==> src/rtl/riscv_pkg.sv <==
// riscv_pkg: shared opcodes, FSM states, instruction classes and datapath mux encodings
package riscv_pkg;
  localparam logic [6:0] OP_R      = 7'b0110011;
  localparam logic [6:0] OP_I      = 7'b0010011;
  localparam logic [6:0] OP_LOAD   = 7'b0000011;
  localparam logic [6:0] OP_STORE  = 7'b0100011;
  localparam logic [6:0] OP_BRANCH = 7'b1100011;
  localparam logic [6:0] OP_JAL    = 7'b1101111;
  localparam logic [6:0] OP_LUI    = 7'b0110111;
  typedef enum logic [2:0] {
    S_FETCH  = 3'd0,
    S_DECODE = 3'd1,
    S_EXEC   = 3'd2,
    S_MEM    = 3'd3,
    S_WB     = 3'd4,
    S_TRAP   = 3'd5
  } state_e;
  typedef enum logic [2:0] {C_R, C_I, C_LOAD, C_STORE, C_BRANCH, C_JAL, C_LUI, C_ILL} iclass_e;
  localparam logic [1:0] ALU_ADD    = 2'd0;
  localparam logic [1:0] ALU_SUB    = 2'd1;
  localparam logic [1:0] ALU_FUNCT  = 2'd2;
  localparam logic [1:0] SRCA_PC    = 2'd0;
  localparam logic [1:0] SRCA_RS1   = 2'd1;
  localparam logic [1:0] SRCA_OLDPC = 2'd2;
  localparam logic [1:0] SRCA_ZERO  = 2'd3;
  localparam logic [1:0] SRCB_RS2   = 2'd0;
  localparam logic [1:0] SRCB_FOUR  = 2'd1;
  localparam logic [1:0] SRCB_IMM   = 2'd2;
  localparam logic PC_ALU    = 1'b0;
  localparam logic PC_ALUOUT = 1'b1;
  localparam logic WB_ALUOUT = 1'b0;
  localparam logic WB_MDR    = 1'b1;
endpackage

==> src/rtl/riscv_ctrl_decode.sv <==
// riscv_ctrl_decode: maps a 7-bit opcode to its instruction class and a legal bit
module riscv_ctrl_decode
  import riscv_pkg::*;
(
  input  logic [6:0] opcode,
  output iclass_e    cls,
  output logic       legal
);
  always_comb begin
    cls = C_ILL;
    case (opcode)
      OP_R:      cls = C_R;
      OP_I:      cls = C_I;
      OP_LOAD:   cls = C_LOAD;
      OP_STORE:  cls = C_STORE;
      OP_BRANCH: cls = C_BRANCH;
      OP_JAL:    cls = C_JAL;
      OP_LUI:    cls = C_LUI;
      default:   cls = C_ILL;
    endcase
    legal = cls != C_ILL;
  end
endmodule

==> src/rtl/riscv_mc_ctrl.sv <==
// riscv_mc_ctrl: multi-cycle RISC-V control FSM with memory handshake, trap and retire counter
module riscv_mc_ctrl
  import riscv_pkg::*;
#(
  parameter bit MEM_WAIT_EN = 1'b1,
  parameter bit TRAP_EN     = 1'b1,
  parameter int CNT_W       = 32
) (
  input  logic             clk,
  input  logic             rst,
  input  logic [6:0]       opcode,
  input  logic             mem_ready,
  input  logic             branch_taken,
  output logic             pc_write,
  output logic             ir_write,
  output logic             reg_write,
  output logic             mem_read,
  output logic             mem_write,
  output logic             i_or_d,
  output logic [1:0]       alu_src_a,
  output logic [1:0]       alu_src_b,
  output logic [1:0]       alu_op,
  output logic             pc_src,
  output logic             mem2reg,
  output logic             illegal,
  output logic [2:0]       state,
  output logic [CNT_W-1:0] instret
);
  state_e           state_q, state_d;
  logic [CNT_W-1:0] instret_q;
  iclass_e          cls;
  logic             legal, rdy, retire;

  riscv_ctrl_decode u_dec (.opcode(opcode), .cls(cls), .legal(legal));

  assign rdy     = mem_ready | ~MEM_WAIT_EN;
  assign state   = state_q;
  assign instret = instret_q;
  assign illegal = state_q == S_TRAP;

  always_comb begin
    pc_write  = 1'b0;
    ir_write  = 1'b0;
    reg_write = 1'b0;
    mem_read  = 1'b0;
    mem_write = 1'b0;
    i_or_d    = 1'b0;
    alu_src_a = SRCA_PC;
    alu_src_b = SRCB_RS2;
    alu_op    = ALU_ADD;
    pc_src    = PC_ALU;
    mem2reg   = WB_ALUOUT;
    case (state_q)
      S_FETCH: begin
        mem_read  = 1'b1;
        alu_src_b = SRCB_FOUR;
        ir_write  = rdy;
        pc_write  = rdy;
      end
      S_DECODE: begin
        alu_src_a = SRCA_OLDPC;
        alu_src_b = SRCB_IMM;
      end
      S_EXEC: begin
        case (cls)
          C_R: begin
            alu_src_a = SRCA_RS1;
            alu_op    = ALU_FUNCT;
          end
          C_I: begin
            alu_src_a = SRCA_RS1;
            alu_src_b = SRCB_IMM;
            alu_op    = ALU_FUNCT;
          end
          C_LOAD, C_STORE: begin
            alu_src_a = SRCA_RS1;
            alu_src_b = SRCB_IMM;
          end
          C_BRANCH: begin
            alu_src_a = SRCA_RS1;
            alu_op    = ALU_SUB;
            pc_write  = branch_taken;
            pc_src    = PC_ALUOUT;
          end
          C_JAL: begin
            alu_src_a = SRCA_OLDPC;
            alu_src_b = SRCB_FOUR;
            pc_write  = 1'b1;
            pc_src    = PC_ALUOUT;
          end
          C_LUI: begin
            alu_src_a = SRCA_ZERO;
            alu_src_b = SRCB_IMM;
          end
          default: ;
        endcase
      end
      S_MEM: begin
        i_or_d    = 1'b1;
        mem_read  = cls == C_LOAD;
        mem_write = cls == C_STORE;
      end
      S_WB: begin
        reg_write = 1'b1;
        mem2reg   = cls == C_LOAD ? WB_MDR : WB_ALUOUT;
      end
      default: ;
    endcase
    if (rst) {pc_write, ir_write, reg_write, mem_read, mem_write} = 5'b0;
  end

  always_comb begin
    state_d = state_q;
    retire  = 1'b0;
    case (state_q)
      S_FETCH:  state_d = rdy ? S_DECODE : S_FETCH;
      S_DECODE: begin
        state_d = legal ? S_EXEC : (TRAP_EN ? S_TRAP : S_FETCH);
        retire  = !legal && !TRAP_EN;
      end
      S_EXEC: begin
        state_d = cls == C_BRANCH ? S_FETCH :
                  (cls == C_LOAD || cls == C_STORE) ? S_MEM :
                  cls == C_ILL ? S_FETCH : S_WB;
        retire  = cls == C_BRANCH;
      end
      S_MEM: begin
        state_d = !rdy ? S_MEM : (cls == C_LOAD ? S_WB : S_FETCH);
        retire  = rdy && cls != C_LOAD;
      end
      S_WB: begin
        state_d = S_FETCH;
        retire  = 1'b1;
      end
      S_TRAP:   state_d = S_TRAP;
      default:  state_d = S_FETCH;
    endcase
  end

  always_ff @(posedge clk) begin
    if (rst) begin
      state_q   <= S_FETCH;
      instret_q <= '0;
    end else begin
      state_q   <= state_d;
      instret_q <= instret_q + CNT_W'(retire);
    end
  end
endmodule
==> config.mk <==
export PLATFORM = sky130hd
export DESIGN_NAME = riscv_mc_ctrl
export DESIGN_NICKNAME = d
export VERILOG_FILES = /design/src/rtl/riscv_pkg.sv /design/src/rtl/riscv_ctrl_decode.sv /design/src/rtl/riscv_mc_ctrl.sv
export SDC_FILE = /design/constraint.sdc
export NUM_CORES = 1
export LEC_CHECK = 0
export CAP_MARGIN = 0
export CORE_UTILIZATION = 47
export DETAILED_ROUTE_END_ITERATION = 7
export PLACE_DENSITY = 0.89
export SLEW_MARGIN = 15
export SYNTH_ARGS = -nofsm -noshare
export SYNTH_HDL_FRONTEND = slang
export SYNTH_SLANG_ARGS = --single-unit
export TNS_END_PERCENT = 30
==> constraint.sdc <==
create_clock -name clk -period 4.4 [get_ports clk]
set_input_delay 1.1 -clock clk [delete_from_list [all_inputs] [get_ports clk]]
set_output_delay 1.1 -clock clk [all_outputs]
set_load 0.05 [all_outputs]
==> results.toml, run 1 <==
[sta]
final_max_slew_violation_count = 0
worst_slew_pin_slew_ns = 0.529
slew_headroom_pct = 64.4
rsz0062_at_grt = "false"
setup_tns_ns = 0
skew_ns = 0.00816
final_critical_path_setup_slack_ns = 0.176
timing.final.crit_period_ns = 4.22
fmax_mhz = 237
min_period_over_period_pct = 96.0
final_hold_viol_count = 0
setup_viol_count_final = 0

[drt]
routed_wl_mm = 5.08
post_route_antenna_net_violation_count = 0
route.detailed.drc = 0
drtPass1Iterations = 4
post_drt_via_cell_ratio = 5.90
route.vias.total = 2140
detail_route.wl_per_cell_um = 14.0
dr.first_iter.drc_count = 171

[yosys]
synthDistinctLibCells = 44
synthesis.instances = 253
synthArstFlopShare_pct = 0
yosys.cell_count.top_type = "sky130_fd_sc_hd__dfxtp_1"
ys_dominant_reg_cell = "sky130_fd_sc_hd__dfxtp_1"
synth_seq_cells = 35
yosys_warnings = 0
synth_area_leaders = "sky130_fd_sc_hd__dfxtp_1, sky130_fd_sc_hd__or4_1, sky130_fd_sc_hd__a21oi_1"
post_synth_most_frequent_cells = "sky130_fd_sc_hd__dfxtp_1, sky130_fd_sc_hd__nor2_1, sky130_fd_sc_hd__a21oi_1"
synth-edff-count = 0
synthesized_cell_area_um2 = 2020
post_synthesis_net_count = 266
netlist.area_leader.share_pct = 34.8
seq_area_frac_synth_pct = 34.8
synth_area_per_cell_um2 = 7.97
post-synth-top-area-cell = "sky130_fd_sc_hd__dfxtp_1"

[layout]
syn_to_final_growth_pct = 42.5
multi_input_comb_area_um2 = 1200
final-seq-area_um2 = 701
design.final.nets = 325
post_route_cells_drive_above_1_share_pct = 11.2
fillerInstances = 313
n_antenna_cell = 0
fin_area_um2 = 2870

[die]
design.die.area_um2 = 4550
rows = 23
die_width_um = 67.5
initial_core_util_pct = 49.7
ios = 61
design.core.area_um2 = 4060
chipHeight_um = 67.5

[power_and_ir_drop]
intPower_mw = 0.490
vdd_ir_drop_max_v = 0.000226
p_per_area_nw_per_um2 = 240
power.static_leakage_nw = 0.978
power_mw = 0.688
power_frac_clock_pct = 32.1
p_switching_mw = 0.198
power.share.combinational_pct = 20.1
power.switching_fraction_pct = 28.8
sequential_cell_fraction_of_total_power_pct = 47.8

[global_route]
grt.overflow.total = 0
grt_first_pass_wirelength_mm = 8.07
maximum_number_of_pins_on_one_net_before_global_route_repair = 44
antenna_found_initial = 0
track_usage_pct = 23.2
grt_pass1_vias = 1848

[placement]
post_placement_cell_area_um2 = 2790
dpl_worst_slack_ns = 0.220
place_congestion = 0.980
detailedPlacementHpwl_mm = 3.62
buffer_ports.inserted = 60

[clock_network]
tritoncts = "done"
cts_root_buffer = "sky130_fd_sc_hd__clkbuf_8"
post_cts.repair.setup_buffers = 0
clk-insertion-delay-late_ns = 0.28
cts_repair_resize_count = 0
clkSinkCount = 35
cts-buffers-inserted = 5
cts.htree.levels = 2
cts.clk_slew.worst_paths_ns = 0.07
cts_max_path_buffers = 2
holdBufCountCts = 0

[worst_setup_path]
timing.critical_path.cells = "clkdlybuf4s50_1 > nand4b_1 > or3_1 > o21a_1 > a221oi_1 > buf_12"
timing.critical_path.to_type = "output port"
critical_path.top_delay_family = "buffers and inverters"
critPathKind = "in2out"
slack_of_the_worst_reg_to_reg_path_ns = 1.42
startpoint_type_of_the_worst_setup_path = "input pin"
path_buf_inv = 2
worstPathArrival_ns = 3.12
crit_path_max_incr_delay_ns = 0.61
critPathMaxFanout = 7
critical-path-slowest-cell = "sky130_fd_sc_hd__clkdlybuf4s50_1"
critPathRequiredTime_ns = 3.30

[run_status]
result_of_the_run = "finished clean"

[hold_path]
hold_class = "reg2reg"

[job]
maxCapViolCount = 0
## power by group through the flow
stage | clock [mW] | sequential, mW | combinational, mW
floorplan | 0 | 0.343 | 0.0677
global placement | 0 | 0.336 | 0.137
detailed placement | 0 | 0.336 | 0.138
CTS | 0.225 | 0.329 | 0.139
global route | 0.239 | 0.330 | 0.146
finish | 0.221 | 0.329 | 0.139
## layout by cell type, fill, tap and decap left out, types with 3 or more instances in the layout
cell type / Yosys / layout
sky130_fd_sc_hd__nor4_1: 7 / 7
sky130_fd_sc_hd__nor3_1: 4 / 4
sky130_fd_sc_hd__nand2_1: 13 / 13
sky130_fd_sc_hd__clkbuf_8: 0 / 5
sky130_fd_sc_hd__nand4_1: 8 / 8
sky130_fd_sc_hd__and2_1: 3 / 3
sky130_fd_sc_hd__nor2b_1: 11 / 11
sky130_fd_sc_hd__xnor2_1: 3 / 3
sky130_fd_sc_hd__and4_1: 4 / 4
sky130_fd_sc_hd__or4_1: 14 / 14
sky130_fd_sc_hd__dfxtp_1: 35 / 35
sky130_fd_sc_hd__or3_1: 7 / 7
sky130_fd_sc_hd__o21ai_0: 6 / 6
sky130_fd_sc_hd__nand3_1: 8 / 8
sky130_fd_sc_hd__a211oi_1: 4 / 4
sky130_fd_sc_hd__buf_4: 0 / 10
sky130_fd_sc_hd__xor2_1: 9 / 9
sky130_fd_sc_hd__clkdlybuf4s50_1: 0 / 47
sky130_fd_sc_hd__mux2_2: 4 / 4
sky130_fd_sc_hd__a21oi_1: 19 / 19
sky130_fd_sc_hd__nand2b_1: 3 / 3
sky130_fd_sc_hd__inv_1: 11 / 11
sky130_fd_sc_hd__o31ai_1: 12 / 12
sky130_fd_sc_hd__nor2_1: 24 / 24
sky130_fd_sc_hd__a31oi_1: 3 / 3
sky130_fd_sc_hd__buf_12: 0 / 12
## per-layer routing
metal  vias up  part of all wire, %  GRT usage [%]
li1       1051                    -              -
met1      1004                   43           26.6
met2        73                   49           39.5
met3        12                  6.2           7.94
met4         0                  1.8           8.51
met5         -                    0              0
## final cells by class
class / instances / share of cell area [%]
clock buffer: 7 / 2.66
tap: 50 / 2.18
timing repair buffer: 69 / 27.4
clock inverter: 1 / 0.174
multi-input combinational: 190 / 41.8
inverter: 11 / 1.44
sequential: 35 / 24.4
## through the flow
step / instances / utilization [%] / hold slack [ns]
3_5_place_dp: 355 / 68.8 / 0.495
5_1_grt: 363 / 70.8 / 0.535
6_report: 363 / 70.8 / 0.502
3_3_place_gp: 355 / 68.8 / 0.479
2_1_floorplan: 253 / - / 0.716
4_1_cts: 363 / 70.8 / 0.505
## logic make-up (layout without fill, tap and decap cells)
group / Yosys count / in the layout / share of synthesized area (%)
fa+ha+maj: 2 / 2 / 1.24
buf+inv: 28 / 88 / 5.71
simple gates: 114 / 114 / 32.2
mux: 4 / 4 / 2.23
compound gates: 58 / 58 / 18.6
xor+xnor: 12 / 12 / 5.21
flops: 35 / 35 / 34.8
## path summary, 6_finish.rpt
path | start | endpoint | depth (start not counted)
max | opcode[5] | pc_write | 6
min | instret[29] | instret[29] | 2
min reg2reg | instret[29] | instret[29] | 2
max reg2reg | state[0] | instret[17] | 10
## state kept, by name, indices dropped and copies added (netlist names)
signal and cells:
state 3, instret 32
## worst min-delay path, delay by kind of cell, from the launching register on
| kind | cells | cell delay [ns] |
|---|---|---|
| AOI/OAI and AO/OA | 2 | 0.12 |
| DFF | 1 | 0.34 |
(Power assumes the default switching activity.)
==> run 2, diff against run 1 <==
- CELL_PAD_IN_SITES_DETAIL_PLACEMENT: not set -> 1
- CELL_PAD_IN_SITES_GLOBAL_PLACEMENT: not set -> 1
- CORE_UTILIZATION: 47 -> 34
- HOLD_SLACK_MARGIN: not set -> 0.08
==> run 2 against run 1 <==
Via count is essentially flat. Clock skew down 0.0013 ns. Sequential share of layout area shrank 0.51 points. Die area is 37% higher. Utilization is 18 points lower. Clock-buffer cell count decreased by 2. Wire length is 22% higher. Register-to-register slack got worse by 0.23 ns. Maximum frequency decreased by 0.65%. Combinational power rose by 4%. Clock power is 32% higher. Critical path depth is 1 higher.
==> results.toml, run 2 (same netlist as run 1, synthesis figures left out) <==
[layout]
post_route_cells_drive_above_1_share_pct = 12.4
mostFrequentLayoutCells = "sky130_fd_sc_hd__clkdlybuf4s50_1, sky130_fd_sc_hd__dfxtp_1, sky130_fd_sc_hd__nor2_1"
n_antenna_cell = 0
syn_to_final_growth_pct = 45.5
commonest_non_fill_non_tap_cell_in_the_layout = "sky130_fd_sc_hd__clkdlybuf4s50_1"
design.final.nets = 327
largest_register_ff_count = 32

[sta]
final_hold_viol_count = 0
rsz0062_at_grt = "false"
min_period_over_period_pct = 96.6
hold_ws_ns = 0.516
setup_viol_count_final = 0
slew_headroom_pct = 62.7
final_max_slew_violation_count = 0
worst_slew_pin_slew_ns = 0.559
skew_ns = 0.00683
fmax_mhz = 235
setup_tns_ns = 0
timing.final.crit_period_ns = 4.25

[power_and_ir_drop]
vdd_ir_drop_max_v = 0.000153
power.static_leakage_nw = 1.00
p_per_area_nw_per_um2 = 261

[run_status]
result_of_the_run = "finished clean"

[drt]
dr.first_iter.drc_count = 81
detail_route.wl_per_cell_um = 16.0
drtPass1Iterations = 4
route.detailed.drc = 0
route.vias.total = 2139
routed_wl_mm = 6.18
post_drt_via_cell_ratio = 5.53
post_route_antenna_net_violation_count = 0

[worst_setup_path]
critPathKind = "in2out"
startpoint_type_of_the_worst_setup_path = "input pin"
regToRegEndpoint = "instret[31]"
startpoint = "opcode[3]"
slack_of_the_worst_reg_to_reg_path_ns = 1.19
critical_path.reg2reg.startpoint = "state[1]"
critPathMaxFanout = 7
timing.critical_path.to_type = "output port"
timing.critical_path.to = "alu_src_b[1]"
worstPathArrival_ns = 3.15
critPathRequiredTime_ns = 3.30
rr_worst_depth = 10

[job]
maxCapViolCount = 0

[clock_network]
cts.htree.levels = 2
tritoncts = "done"
cts_root_buffer = "sky130_fd_sc_hd__clkbuf_8"
holdBufCountCts = 0
clk-insertion-delay-late_ns = 0.29
cts-buffers-inserted = 5
post_cts.repair.setup_buffers = 0
cts_repair_resize_count = 0
cts_max_path_buffers = 2
clkSinkCount = 35
cts.clk_slew.worst_paths_ns = 0.07

[die]
chipHeight_um = 79.0
initial_core_util_pct = 35.9
design.die.area_um2 = 6240
design.core.area_um2 = 5610
rows = 27
die_width_um = 79.0
ios = 61

[placement]
detailedPlacementHpwl_mm = 4.48
buffer_ports.inserted = 60
place_congestion = 0.873

[global_route]
grt_pass1_vias = 2133
track_usage_pct = 21.1
grt.overflow.total = 0
maximum_number_of_pins_on_one_net_before_global_route_repair = 40
antenna_found_initial = 0
grt_first_pass_wirelength_mm = 10.5

[hold_path]
worstHoldPathCells = 2
hold_class = "reg2reg"
==> run 2: cell count changes in the layout (fill, tap and decap cells not counted) <==
cell                        before  now
sky130_fd_sc_hd__buf_12         12   11
sky130_fd_sc_hd__buf_4          10   13
sky130_fd_sc_hd__clkbuf_1        2    0
sky130_fd_sc_hd__clkinv_4        0    1
sky130_fd_sc_hd__bufinv_16       0    1
==> run 2: how the worst min path moves through the flow <==
| stage | start | end | slack, ns |
|---|---|---|---|
| after floorplan | instret[30] | instret[30] | 0.72 |
| after global placement | instret[29] | instret[29] | 0.48 |
| after detailed placement | instret[21] | instret[21] | 0.51 |
| after CTS | instret[17] | instret[17] | 0.52 |
| after global routing | instret[26] | instret[26] | 0.54 |
| final | instret[21] | instret[21] | 0.52 |
==> run 2: final cells by class <==
| type | count | area, µm² |
|---|---|---|
| fillers | 658 | 2680 |
| multi-input cells | 190 | 1200 |
| repair buffers | 71 | 788 |
| flip-flops and latches | 35 | 701 |
| well taps | 72 | 90.1 |
| clock buffers | 5 | 68.8 |
| clock inverters | 3 | 43.8 |
| inverters | 11 | 41.3 |
==> run 2: where the power goes <==
| group | switching, mW | leakage [nW] | internal [mW] |
|---|---|---|---|
| combinational | 0.0826 | 0.660 | 0.0611 |
| sequential | 0.00941 | 0.282 | 0.320 |
| clock | 0.124 | 0.0581 | 0.169 |
==> run 2: per-layer routing <==
metal  up-vias  GRT usage [%]  routed length (µm)
met5         -              0                   0
li1       1055              -                   -
met3        10           4.60                 263
met4         0           6.55                  91
met2        54           36.8                3040
met1      1020           25.5                2780
==> run 2: worst max-delay path, cell delays in order <==
cell	delay, ns
sky130_fd_sc_hd__clkdlybuf4s50_1	0.52
sky130_fd_sc_hd__nand4bb_1	0.31
sky130_fd_sc_hd__buf_4	0.20
sky130_fd_sc_hd__a21o_1	0.16
sky130_fd_sc_hd__or3_1	0.40
sky130_fd_sc_hd__a21oi_1	0.28
sky130_fd_sc_hd__buf_12	0.18
==> run 2: metrics by stage <==
| stage | instances | utilization [%] | setup slack, ns | power [mW] | cell area (µm²) |
|---|---|---|---|---|---|
| global placement | 379 | 50.3 | 0.113 | 0.480 | 2820 |
| CTS | 387 | 52.3 | 0.161 | 0.776 | 2930 |
| detailed placement | 379 | 50.3 | 0.0796 | 0.481 | 2820 |
| finish | 387 | 52.3 | 0.149 | 0.766 | 2930 |
| floorplan | 253 | - | 0.0473 | 0.411 | 2020 |
| global route | 387 | 52.3 | 0.0510 | 0.800 | 2930 |
==> run 3, diff against run 2 <==
- PLACE_DENSITY: 0.89 -> 0.82
==> run 3 against run 2 <==
First-iteration DRC count down 27%. Cell area down 0.13%. Clock-buffer cell count up 2. Largest cell class unchanged. Largest power group unchanged.
==> results.toml, run 3 (same netlist as run 1, synthesis figures left out) <==
[run_status]
result_of_the_run = "finished clean"

[drt]
route.detailed.drc = 0
dr.first_iter.drc_count = 59
drtPass1Iterations = 4
detail_route.wl_per_cell_um = 15.1
route.vias.total = 2110
routed_wl_mm = 5.82
post_route_antenna_net_violation_count = 0
post_drt_via_cell_ratio = 5.47

[layout]
n_antenna_cell = 0
design.final.nets = 326
mostFrequentLayoutCells = "sky130_fd_sc_hd__clkdlybuf4s50_1, sky130_fd_sc_hd__dfxtp_1, sky130_fd_sc_hd__nor2_1"
layout_cells_excl_fill = 386
postLayoutCoreUtil_pct = 52.2
post_route_cells_drive_above_1_share_pct = 12.1
syn_to_final_growth_pct = 45.3
commonest_non_fill_non_tap_cell_in_the_layout = "sky130_fd_sc_hd__clkdlybuf4s50_1"
largest_register_ff_count = 32

[worst_setup_path]
worstPathArrival_ns = 3.12
critPathMaxFanout = 7
timing.critical_path.to_type = "output port"
timing.critical_path.cells = "clkdlybuf4s50_1 > nand4b_1 > or3_1 > o21a_1 > a221oi_1 > buf_12"
crit_path_max_incr_delay_ns = 0.60
critical-path-slowest-cell = "sky130_fd_sc_hd__clkdlybuf4s50_1"
critPathRequiredTime_ns = 3.30
critPathKind = "in2out"
startpoint_type_of_the_worst_setup_path = "input pin"
slack_of_the_worst_reg_to_reg_path_ns = 1.41

[sta]
setup_tns_ns = 0
skew_ns = 0.0117
slew_headroom_pct = 62.8
min_period_over_period_pct = 95.9
worst_slew_pin_slew_ns = 0.557
final_critical_path_setup_slack_ns = 0.181
final_max_slew_violation_count = 0
rsz0062_at_grt = "false"
timing.final.crit_period_ns = 4.22
fmax_mhz = 237
setup_viol_count_final = 0
hold_ws_ns = 0.509
final_hold_viol_count = 0

[power_and_ir_drop]
p_per_area_nw_per_um2 = 252
vdd_ir_drop_max_v = 0.000114
power.static_leakage_nw = 0.990

[die]
ios = 61
initial_core_util_pct = 35.9
design.core.area_um2 = 5610
design.die.area_um2 = 6240
chipHeight_um = 79.0
die_width_um = 79.0
rows = 27

[placement]
dpl.cell_count = 378
buffer_ports.inserted = 60
place_congestion = 0.937
dpl_worst_slack_ns = 0.165
detailedPlacementHpwl_mm = 4.26

[global_route]
grt.overflow.total = 0
antenna_found_initial = 0
grt_pass1_vias = 2035
track_usage_pct = 20.1
maximum_number_of_pins_on_one_net_before_global_route_repair = 44
grt_first_pass_wirelength_mm = 9.92

[clock_network]
holdBufCountCts = 0
cts_repair_resize_count = 0
cts-buffers-inserted = 5
clkSinkCount = 35
tritoncts = "done"
cts_root_buffer = "sky130_fd_sc_hd__clkbuf_8"
cts.htree.levels = 2
clk-insertion-delay-late_ns = 0.29
cts.clk_slew.worst_paths_ns = 0.08
post_cts.repair.setup_buffers = 0
cts_max_path_buffers = 2

[hold_path]
hold_class = "reg2reg"

[job]
maxCapViolCount = 0
-- run 3: area by class of cell --
class	instances	area [µm²]
tap	72	90.1
sequential	35	701
multi-input combinational	190	1200
clock buffer	7	96.3
timing repair buffer	70	793
clock inverter	1	7.51
inverter	11	41.3
fill	686	2680
-- run 3: path summary, 6_finish.rpt --
| check | startpoint | endpoint | cells after the start |
|---|---|---|---|
| min reg2reg | instret[29] | instret[29] | 2 |
| min | instret[29] | instret[29] | 2 |
| max reg2reg | state[0] | instret[15] | 10 |
| max | opcode[5] | pc_write | 6 |
-- run 3: worst max-delay path: cells and delay by family --
kind            cells  cell delay, ns
simple gates        2            0.62
compound gates      2            0.60
buf+inv             2            0.80
-- run 3: report_power, final --
| group | switching (mW) | leakage (nW) | total, mW | internal, mW |
|---|---|---|---|---|
| registers | 0.00932 | 0.282 | 0.329 | 0.320 |
| clock network | 0.123 | 0.0505 | 0.266 | 0.142 |
| logic | 0.0828 | 0.658 | 0.143 | 0.0606 |
| total | 0.215 | 0.990 | 0.738 | 0.523 |
-- run 3: stage by stage --
step | area (µm²) | power (mW)
2_1_floorplan | 2020 | 0.411
3_3_place_gp | 2830 | 0.479
3_5_place_dp | 2830 | 0.480
4_1_cts | 2930 | 0.746
5_1_grt | 2930 | 0.774
6_report | 2930 | 0.738
-- run 3: routing by layer --
layer | share of wire (%) | routed length, µm | GRT usage (%)
met1 | 48 | 2790 | 25.5
met2 | 47 | 2730 | 33.4
met3 | 4.3 | 248 | 5.29
met4 | 0.94 | 55 | 5.27
met5 | 0 | 0 | 0
